## src/rtl/piso_defs.sv

```systemverilog
// Shared definitions for the serial transmit/receive pair: FSM encodings,
// default word width and the counter-width helper.
package piso_defs;

  typedef enum logic {
    ST_IDLE  = 1'b0,
    ST_SHIFT = 1'b1
  } state_t;

  localparam int DEFAULT_WIDTH = 32;

  // Width of a counter that indexes 0..width-1.
  function automatic int cnt_w(input int width);
    return (width < 2) ? 1 : $clog2(width);
  endfunction

endpackage

```

## src/rtl/piso_register32_bit_counter.sv

```systemverilog
// Bit-position counter with synchronous clear, count enable and a
// terminal-count flag raised on the last position of the word.
module bit_counter
  import piso_defs::*;
#(
  parameter int WIDTH = DEFAULT_WIDTH,
  parameter int CNT_W = cnt_w(WIDTH)
) (
  input  logic clk,
  input  logic reset,
  input  logic i_clr,
  input  logic i_en,
  output logic o_tc
);

  localparam logic [CNT_W-1:0] LAST = CNT_W'(WIDTH - 1);

  logic [CNT_W-1:0] r_cnt;

  // Clear wins over enable so the final beat and a restart both land on zero.
  always_ff @(posedge clk) begin
    if (reset || i_clr) begin
      r_cnt <= '0;
    end else if (i_en) begin
      r_cnt <= r_cnt + CNT_W'(1);
    end
  end

  assign o_tc = (r_cnt == LAST);

endmodule

```

## src/rtl/piso_register32.sv

```systemverilog
// Parallel-in/serial-out transmitter: loads a word on a valid/ready handshake
// and drains it one bit per accepted serial beat.
module piso_register32
  import piso_defs::*;
#(
  parameter int WIDTH     = DEFAULT_WIDTH,
  parameter bit MSB_FIRST = 1'b1
) (
  input  logic             clk,
  input  logic             reset,
  input  logic             in_valid,
  input  logic [WIDTH-1:0] d,
  output logic             in_ready,
  output logic             ser_out,
  output logic             ser_valid,
  input  logic             ser_ready,
  output logic             ser_last,
  output logic             done
);

  state_t           r_state;
  logic [WIDTH-1:0] r_shreg;
  logic             r_done;

  logic             w_tc;
  logic             w_load;
  logic             w_beat;
  logic             w_final;
  logic [WIDTH-1:0] w_shifted;

  assign w_load  = (r_state == ST_IDLE) && in_valid;
  assign w_beat  = (r_state == ST_SHIFT) && ser_ready;
  assign w_final = w_beat && w_tc;

  // Shift toward the output end; the vacated bit fills with zero so a drained
  // register presents 0 on ser_out while idle.
  assign w_shifted = MSB_FIRST ? {r_shreg[WIDTH-2:0], 1'b0}
                               : {1'b0, r_shreg[WIDTH-1:1]};

  bit_counter #(
    .WIDTH (WIDTH)
  ) u_cnt (
    .clk   (clk),
    .reset (reset),
    .i_clr (w_load || w_final),
    .i_en  (w_beat),
    .o_tc  (w_tc)
  );

  always_ff @(posedge clk) begin
    if (reset) begin
      r_state <= ST_IDLE;
      r_shreg <= '0;
      r_done  <= 1'b0;
    end else begin
      r_done <= 1'b0;
      case (r_state)
        ST_IDLE: begin
          if (in_valid) begin
            r_shreg <= d;
            r_state <= ST_SHIFT;
          end
        end
        ST_SHIFT: begin
          if (ser_ready) begin
            r_shreg <= w_shifted;
            if (w_tc) begin
              r_state <= ST_IDLE;
              r_done  <= 1'b1;
            end
          end
        end
        default: r_state <= ST_IDLE;
      endcase
    end
  end

  assign in_ready  = (r_state == ST_IDLE);
  assign ser_valid = (r_state == ST_SHIFT);
  assign ser_out   = MSB_FIRST ? r_shreg[WIDTH-1] : r_shreg[0];
  assign ser_last  = ser_valid && w_tc;
  assign done      = r_done;

endmodule

```

## config.mk

```make
export PLATFORM = sky130hd
export DESIGN_NAME = piso_register32
export DESIGN_NICKNAME = d
export VERILOG_FILES = /design/src/rtl/piso_defs.sv /design/src/rtl/piso_register32_bit_counter.sv /design/src/rtl/piso_register32.sv
export SDC_FILE = /design/constraint.sdc
export NUM_CORES = 1
export LEC_CHECK = 0
export BUFFER_PORTS_ARGS = -buffer_cell sky130_fd_sc_hd__clkbuf_2
export CORE_ASPECT_RATIO = 1.4
export CORE_MARGIN = 5
export CORE_UTILIZATION = 35
export DETAILED_ROUTE_END_ITERATION = 8
export GPL_TIMING_DRIVEN = 0
export PLACE_DENSITY = 0.54
export SYNTH_ARGS = -nofsm -noshare
export SYNTH_HDL_FRONTEND = slang
export SYNTH_SLANG_ARGS = --single-unit
```

## constraint.sdc

```tcl
create_clock -name clk -period 4.4 [get_ports clk]
set_clock_uncertainty 0.15 [all_clocks]
set_input_delay 0 -clock clk [delete_from_list [all_inputs] [get_ports clk]]
set_output_delay 0 -clock clk [all_outputs]
set_load 0.01 [all_outputs]
```

* After elaboration in Yosys (flattened, before gate mapping)
Index checks and enable logic that the tools add are counted.
** Operators by class
- Reductions and logical operators :: 8
- Equal/unequal tests :: 3
- $add $sub $neg :: 1
- Muxes and demuxes :: 8
- Bitwise operators :: 2
** Operators by type and width (number)
- two-way mux 32 bit :: 2
- case mux 32 bit (2 select lines) :: 1
- adder 5 x 1 -> 5 bit (second input constant) :: 1
- equality test 5 bit (second input constant) :: 1
- logical AND 1 bit :: 4
- two-way mux 1 bit :: 4
- != test 2 bit (second input constant) :: 2
- OR reduction 3 bit :: 1
- logical OR 1 bit :: 2
- NOT 1 bit :: 2
- case mux 1 bit (2 select lines) :: 1
- AND reduction 2 bit :: 1
** Word-level totals
- Register bits after elaboration :: 39
- Output and inout port bits :: 5
- Input bits :: 36

* Logic depth before layout (Yosys ltp)
Gate-level depths: netlist (run 1).
- Word-level depth :: 4
- Mapped depth :: 6

* Cells and area by module
A second synthesis (run 1) with hierarchy kept.
** Second synthesis, totals
- Cell total of the unflattened synthesis :: 178
- Area total of the unflattened synthesis :: 1945.6 µm²
** By module, submodules not included
- piso_register32 :: sequential area each 680.7 µm², area each 1685.4 µm², times used 1, cells each 155
- bit_counter :: sequential area each 100.1 µm², area each 260.2 µm², times used 1, cells each 23

* Least setup slack after synthesis (run 1)
No wires, ideal clock.
- Kind :: register to register
- Start point :: register u_cnt.r_cnt[0]
- End point :: register u_cnt.r_cnt[1]
- Arrival time :: 1337 ps
- Setup time :: 70 ps
- Stages on the path, launching flop included :: 6
- Setup slack :: 2843 ps
- Cells stage by stage :: dfxtp_1 ha_1 and3_1 ha_1 a311o_1 a21oi_1
** On the way
- Word-level cells in the longest chain between the ends :: 4
** RTL lines
- start, declared :: line piso_register32_bit_counter.sv:18 : logic [CNT_W-1:0] r_cnt;
- start signal, assigned :: line piso_register32_bit_counter.sv:25 : r_cnt <= r_cnt + CNT_W'(1);
- branches (longest 4 deep; another with adder 5 x 1 -> 5 bit)
Parallel ways; which one is timed is not known.
A chain may end at the register's enable or synchronous reset.

* Final worst setup path (run 1)
- Start point :: register r_state, in the netlist ser_valid
- End point :: register r_shreg[7]
** On the way
- Word-level cells in the longest chain between the ends :: 3
** RTL lines
- start, declared :: line piso_register32.sv:21 : state_t r_state;
- start signal, assigned :: line piso_register32.sv:52 : r_state <= ST_IDLE;
- start signal, assigned :: line piso_register32.sv:61 : r_state <= ST_SHIFT;
- start signal, assigned :: line piso_register32.sv:68 : r_state <= ST_IDLE;
- NOT 1 bit
- != test 2 bit (no line)
- AND reduction 2 bit (no line)
- end signal, assigned :: line piso_register32.sv:66 : r_shreg <= w_shifted;
- end, declared :: line piso_register32.sv:22 : logic [WIDTH-1:0] r_shreg;
Parallel ways exist; a longest one is shown, timed or not.

==> results of run 1 <==
[routing by layer]
layer	up-vias	global-route usage	share of wire
met5	-	0	0
met4	0	0.0469	0.0075
met2	33	0.234	0.51
met3	2	0.0278	0.047
met1	719	0.146	0.43
li1	810	-	-
[kinds of logic (layout without fill, tap and decap cells)]
group,after synthesis,in the layout,share of synthesized area
multiplexers,32,32,0.169
XOR/XNOR,2,2,0.00909
adder cells (fa/ha/maj),3,3,0.0195
AND/OR/NAND/NOR,48,48,0.105
flip-flops,39,39,0.405
buffers and inverters,17,101,0.0682
AO/OA/AOI/OAI,38,38,0.224
[state kept, by name (all words and copies together), names as in the netlist]
register	flops
ser_valid	1
done	1
u_cnt.r_cnt	5
r_shreg	32
[what timing repair did]
| action | CTS | global route |
|---|---|---|
| resized for setup | 0 | 0 |
| hold buffers | 37 | 0 |
| endpoints found under the hold margin | 37 | 0 |
[layout by cell type, fill, tap and decap left out]
master         count
mux2i_1           31
nor2b_1            1
o21ai_0            1
nand3b_1           1
buf_6              7
buf_2              3
ha_1               3
clkinv_2           1
clkbuf_2          39
nand2_1            4
and3_1             1
bufinv_16          1
mux2_4             1
a211oi_2          31
clkbuf_8           6
dlygate4sd3_1     37
a311oi_1           1
dfxtp_1           39
clkbuf_1           3
a21oi_1            4
xor2_1             2
nor3b_1            1
a311o_1            1
nand3_1            4
or3_1              1
and2_1             1
nor2_1            34
buf_4              3
inv_1              1
[stage by stage]
step	worst slack [ns]	area (µm²)	hold slack (ns)
after detailed placement	2.73	2210	0.0877
after global routing	2.32	2700	0.360
after floorplan	2.84	1930	-0.0348
after CTS	2.40	2700	0.335
final	2.40	2700	0.332
after global placement	2.73	2210	0.0936
[area by class of cell]
class / count / area share
inverters: 1 / 0.00139
plain buffers: 16 / 0.0474
flip-flops and latches: 39 / 0.290
repair buffers: 76 / 0.210
clock inverters: 2 / 0.0130
clock buffers: 6 / 0.0306
well taps: 68 / 0.0316
multi-input cells: 123 / 0.377
[worst reg2reg max path, cell delays in order, from the launching register on]
cell,delay [ns]
dfxtp_1,0.36
buf_6,0.13
mux2_4,0.30
buf_6,0.14
buf_6,0.15
a211oi_2,0.16
dlygate4sd3_1,0.57
[report_power, final]
group / total [W] / switching [W] / internal, W
clock: 0.000307 / 0.000124 / 0.000184
sequential: 0.000396 / 0.0000145 / 0.000382
combinational: 0.000183 / 0.0000869 / 0.0000959
total: 0.000886 / 0.000225 / 0.000661
[path summary, 6_finish.rpt]
| kind | startpoint | end | slack, ns |
|---|---|---|---|
| setup / recovery | ser_valid | r_shreg[7] | 2.40 |
| hold / removal | u_cnt.r_cnt[1] | u_cnt.r_cnt[1] | 0.33 |
| setup reg to reg | ser_valid | r_shreg[7] | 2.40 |
| hold reg to reg | u_cnt.r_cnt[1] | u_cnt.r_cnt[1] | 0.33 |
[Yosys cell counts (2+ instances only)]
| library cell | number |
|---|---|
| nor2_1 | 34 |
| nand2_1 | 4 |
| dfxtp_1 | 39 |
| buf_4 | 3 |
| ha_1 | 3 |
| a211oi_2 | 31 |
| mux2i_1 | 31 |
| clkbuf_1 | 3 |
| buf_6 | 7 |
| a21oi_1 | 4 |
| buf_2 | 3 |
| nand3_1 | 4 |
| xor2_1 | 2 |
==> summary.md, run 1 <==
| Metric | Value |
|---|---|
| Outcome | complete, no violations |
| Crit-path max FO | 10 |
| Std cell rows | 32 |
| CTS tree | done |
| DR iter-0 viols | 40 |
| Kind of critical path | reg2reg |
| Worst EP arrival | 2.08 ns |
| Initial core utilization | 0.354 |
| Worst path depth | 6 |
| Final period utilization | 0.455 |
| Worst Hold Depth | 2 |
| Die area | 7110 µm² |
| Critical path's most frequent cell | buf_6 |
| RSZ-0062 raised after global routing | no |
| Asr flop ratio synth | 0 |
| Final Util | 0.495 |
| First-pass GRT wire length | 7410 µm |
| Flops & latches, synth | 39 |
| Synth Instances | 179 |
| Largest net degree at the start of global routing | 13 |
| Area contributors post-synth | dfxtp_1 41%, a211oi_2 20%, mux2i_1 16% |
| Post-synthesis sequential area ratio | 0.405 |
| Root buf cell | clkbuf_8 |
| Die span in y | 97.8 µm |
| Slowest stage delay, CP | 0.57 ns |
| Sink Count | 39 |
| Warnings, synthesis | 0 |
| Area of the mapped netlist | 1930 µm² |
| Number of global-route vias before repair | 1713 |
| Die width | 72.7 µm |
| Clock Latency Late Sink | 0.29 ns |
| Area Overhead vs Synth | 39.9% |
| Top-area cell type share of the netlist area | 0.405 |
| Vias | 1564 |
| Final setup fails | 0 |
| Worst r2r path cells | 6 |
| GP Congestion | 0.698 |
| Area of the multi-input gates | 1010 µm² |
| Family with the most delay on the worst path | buffers and inverters |
| VDD IR max | 0.000187 V |
| Setup crit end kind | register |
| Placed Cells | 286 |
| EDFF count, synth | 0 |
| Final Non-Filler Cells | 331 |
| Initial antenna violation count | 0 |
| Max_cap viols | 0 |
| Clk slew on worst S/H paths | 0.08 ns |
| Area leader, netlist | dfxtp_1 |
| Input/output buffers | 39 |
| CP Cell Sequence | buf_6 > mux2_4 > buf_6 > buf_6 > a211oi_2 > dlygate4sd3_1 |
| # fillers | 552 |
| Total leakage power | 1.13 nW |
| I/O Pins | 41 |
| WP buf/inv | 4 |
| Nets | 301 |
| Synthesized area per cell | 10.8 µm² |
| Fmax | 500 MHz |
| DR vias/cell | 4.73 |
| Share of post-route cells with drive strength above 1 | 0.350 |
| Global route overflow | 0 |
| Total GRT Usage | 0.130 |
| H-Tree Depth | 2 |
| Inserted Diodes | 0 |
| Total CTS buffers | 5 |
| Slew margin rel. | 0.534 |
| Min Clock Period, post-route | 2.00 ns |
| Overall power | 0.000886 W |
| Final WL | 4260 µm |
| Post-CTS setup buffer count | 0 |
| WP data required | 4.48 ns |
| TritonRoute pass-1 iters | 4 |
| CP startpoint kind | register |
| HPWL after DPL | 2890 µm |
| ANT nets after route | 0 |
| Slowest-stage cell, CP | dlygate4sd3_1 |
| Tightest Pin Transition | 0.699 ns |
| Hold Path Class | reg2reg |
| Endpoints failing hold | 0 |
| Post-synth net total | 218 |
| Slew Limit Fails | 0 |
| Core box area | 5450 µm² |
| DRC viols | 0 |
| Top FF cell, synth | dfxtp_1 |
| Sequential Area | 781 µm² |
| Setup tns final | 0 ns |
| Count of cell types in the netlist | 24 |
| Clk buf depth | 2 |
| Routed len/inst | 12.9 µm |
| Power density over the cells | 329 nW/µm² |
(Power assumes the default switching activity.)
==> run 2: changes to the inputs <==
--- a/config.mk
+++ b/config.mk
@@ -5,13 +5,14 @@
 export SDC_FILE = /design/constraint.sdc
 export NUM_CORES = 1
 export LEC_CHECK = 0
+export ABC_AREA = 1
 export BUFFER_PORTS_ARGS = -buffer_cell sky130_fd_sc_hd__clkbuf_2
 export CORE_ASPECT_RATIO = 1.4
 export CORE_MARGIN = 5
 export CORE_UTILIZATION = 35
 export DETAILED_ROUTE_END_ITERATION = 8
 export GPL_TIMING_DRIVEN = 0
-export PLACE_DENSITY = 0.54
+export PLACE_DENSITY = 0.56
 export SYNTH_ARGS = -nofsm -noshare
 export SYNTH_HDL_FRONTEND = slang
 export SYNTH_SLANG_ARGS = --single-unit
==> constraint.sdc (replaced) <==
create_clock -name clk -period 1.6 [get_ports clk]
set_clock_uncertainty 0.15 [all_clocks]
set_input_delay 0 -clock clk [delete_from_list [all_inputs] [get_ports clk]]
set_output_delay 0 -clock clk [all_outputs]
set_load 0.01 [all_outputs]
==> summary.md, run 2 <==
| Metric | Value |
|---|---|
| Warnings, synthesis | 0 (unchanged) |
| Endpoints failing hold | 0 (unchanged) |
| Overall power | 0.00247 W (+180%) |
| Largest register FFs | 32 (unchanged) |
| CTS tree | done |
| Total GRT Usage | 0.142 (+0.0127) |
| Area contributors post-synth | dfxtp_1 38%, nand2_1 15%, nor2_1 12% |
| Setup crit start | u_cnt.r_cnt[0] |
| Die area | 7560 µm² (+6.4%) |
| Crit-path max FO | 3 (-7) |
| Count leader, synth | nand2_1 |
| Slew margin rel. | 0.701 (+0.167) |
| Synthesized area per cell | 6.38 µm² (-41%) |
| Root buf cell | clkbuf_8 |
| Clk slew on worst S/H paths | 0.07 ns (about the same) |
| Sink Count | 39 (unchanged) |
| First-pass GRT wire length | 8480 µm (+14%) |
| ANT nets after route | 0 (unchanged) |
| Area leader, netlist | dfxtp_1 |
| RR Startpoint | u_cnt.r_cnt[0] |
| Largest Register | r_shreg |
| Kind of critical path | reg2out |
| Top Registers | r_shreg x32, u_cnt.r_cnt x5 |
| Clock Latency Late Sink | 0.30 ns (about the same) |
| TritonRoute pass-1 iters | 6 (+2) |
| R2r endpoint | u_cnt.r_cnt[3] |
| EDFF count, synth | 0 (unchanged) |
| H-Tree Depth | 2 (unchanged) |
| Largest net degree at the start of global routing | 13 (unchanged) |
| Worst EP arrival | 1.40 ns (-0.68 ns) |
| CP startpoint kind | register |
| Synth Instances | 324 (+81%) |
| DR vias/cell | 4.51 (-4.7%) |
| Inserted Diodes | 0 (unchanged) |
| VDD IR max | 0.000473 V (+150%) |
| GP Congestion | 0.762 (+9.1%) |
| Total CTS buffers | 5 (unchanged) |
| Area Overhead vs Synth | 38.3% |
| Number of global-route vias before repair | 2003 (+17%) |
| Power density over the cells | 863 nW/µm² (+160%) |
| Total leakage power | 1.40 nW (+24%) |
| Final setup fails | 0 (unchanged) |
| HPWL after DPL | 3540 µm (+22%) |
| Post-synth top cells | 81 x nand2_1, 68 x nor2_1, 39 x dfxtp_1 |
| Most common cell after layout, fill and taps aside | nand2_1 |
| Count of cell types in the netlist | 19 (-21%) |
| DRC viols | 0 (unchanged) |
| R2R Setup Slk | 0.10 ns (-2.30 ns) |
| Area of the mapped netlist | 2070 µm² (+7.3%) |
| Vias | 2158 (+38%) |
| Routed len/inst | 11.0 µm (-14%) |
| Worst hold start | reset |
| Std cell rows | 33 (+3.1%) |
| Setup crit end kind | output pin |
| Min Clock Period, post-route | 1.55 ns |
| Outcome | complete, no violations |
| Fmax | 646 MHz |
| Final period utilization | 0.968 |
| I/O Pins | 41 (unchanged) |
| Clk buf depth | 2 (unchanged) |
| Share of post-route cells with drive strength above 1 | 0.186 (-0.164) |
| Worst r2r path cells | 10 (+4) |
| Most frequent cells in the layout | 81 x nand2_1, 67 x nor2_1, 40 x clkbuf_2 |
| Worst Hold End | done |
| Dpl ws | 0.0749 ns (-2.65 ns) |
| Slew Limit Fails | 0 (unchanged) |
| Final WL | 5270 µm (+24%) |
| Final Util | 0.491 (-0.00408) |
| Initial core utilization | 0.355 (+0.00118) |
| Placed Cells | 434 (+52%) |
| Max_cap viols | 0 (unchanged) |
| Die width | 75.0 µm (+3.1%) |
| Setup tns final | 0 ns (unchanged) |
| Die span in y | 101 µm (+3.2%) |
| Tightest Pin Transition | 0.448 ns (-0.251 ns) |
| Flops & latches, synth | 39 (unchanged) |
| Post-synth net total | 363 (+67%) |
| Fin worst setup slack | 0.0512 ns (-2.35 ns) |
| DR iter-0 viols | 86 (+110%) |
| Top FF cell, synth | dfxtp_1 |
| Input/output buffers | 40 (+2.6%) |
| Nets | 447 (+49%) |
| Initial antenna violation count | 0 (unchanged) |
| Global route overflow | 0 (unchanged) |
| Post-synthesis sequential area ratio | 0.378 (-0.0275) |
| Hold Path Class | in2reg |
| WP data required | 1.45 ns (-3.03 ns) |
| Final Non-Filler Cells | 479 (+45%) |
| Worst Hold Depth | 3 (+1) |
| Core box area | 5820 µm² (+6.9%) |
| Top-area cell type share of the netlist area | 0.378 (-0.0275) |
| Asr flop ratio synth | 0 (unchanged) |
## run 2: changes by cell type in the layout (fill, tap and decap cells not counted), moves of 3 or more
cell      delta
inv_1       +32
buf_2        +4
nand2_1     +77
a21oi_1      +3
mux2i_1     -31
nor2_1      +33
nand3_1     +29
a211oi_2    -31
o21ai_0     +30
## run 2: final cells by class
| type | instances | area (µm²) |
|---|---|---|
| fillers | 605 | 2960 |
| flip-flops and latches | 39 | 783 |
| well taps | 70 | 87.6 |
| inverters | 37 | 141 |
| plain buffers | 20 | 140 |
| clock buffers | 6 | 82.6 |
| clock inverters | 2 | 35.0 |
| multi-input cells | 228 | 1020 |
| repair buffers | 77 | 566 |
## run 2: how the worst max path moves through the flow
stage | depth (start not counted) | to
after detailed placement | 7 | u_cnt.r_cnt[4]
after global routing | 7 | ser_last
after floorplan | 9 | u_cnt.r_cnt[3]
final | 7 | ser_last
after CTS | 7 | ser_last
after global placement | 7 | u_cnt.r_cnt[4]
## run 2: kinds of logic (layout without fill, tap and decap cells)
| family | count (synthesis) | after routing | synth area share |
|---|---|---|---|
| fa+ha+maj | 3 | 3 | 0.0182 |
| buf+inv | 57 | 142 | 0.136 |
| simple gates | 187 | 187 | 0.376 |
| flops | 39 | 39 | 0.378 |
| compound gates | 38 | 38 | 0.0920 |
## run 2: critical path, cell delays in order (launching register included)
cell and delay [ns]:
dfxtp_2 0.37, ha_4 0.14, inv_1 0.05, nor2_2 0.11, ha_2 0.22, nand2_1 0.06
inv_1 0.05, clkbuf_2 0.12
## run 2: repair_timing
item                                    CTS  global route
endpoints found under the setup margin    1             6
cloned                                    0             0
endpoints found under the hold margin    37             0
resized for setup                         2             4
buffers inserted                          1             1
hold buffers                             35             0
pin swaps                                 0             2
## run 2: report_power, final
group	switching [W]	total (W)	internal [W]
Combinational	0.000290	0.000535	0.000245
Sequential	0.0000213	0.00107	0.00105
Clock	0.000355	0.000860	0.000505
## run 2: stage by stage
stage,instance area (µm²),hold WS [ns]
floorplan,2070,-0.0809
global placement,2350,0.0847
detailed placement,2350,0.0913
CTS,2840,0.314
global route,2860,0.331
finish,2860,0.320
## run 2: metal layers
layer	track usage	vias to the layer above	wire length [µm]
met1	0.158	958	2270
met3	0.0269	7	192
met2	0.261	34	2730
met4	0.0507	0	75
met5	0	-	0
li1	-	1159	-
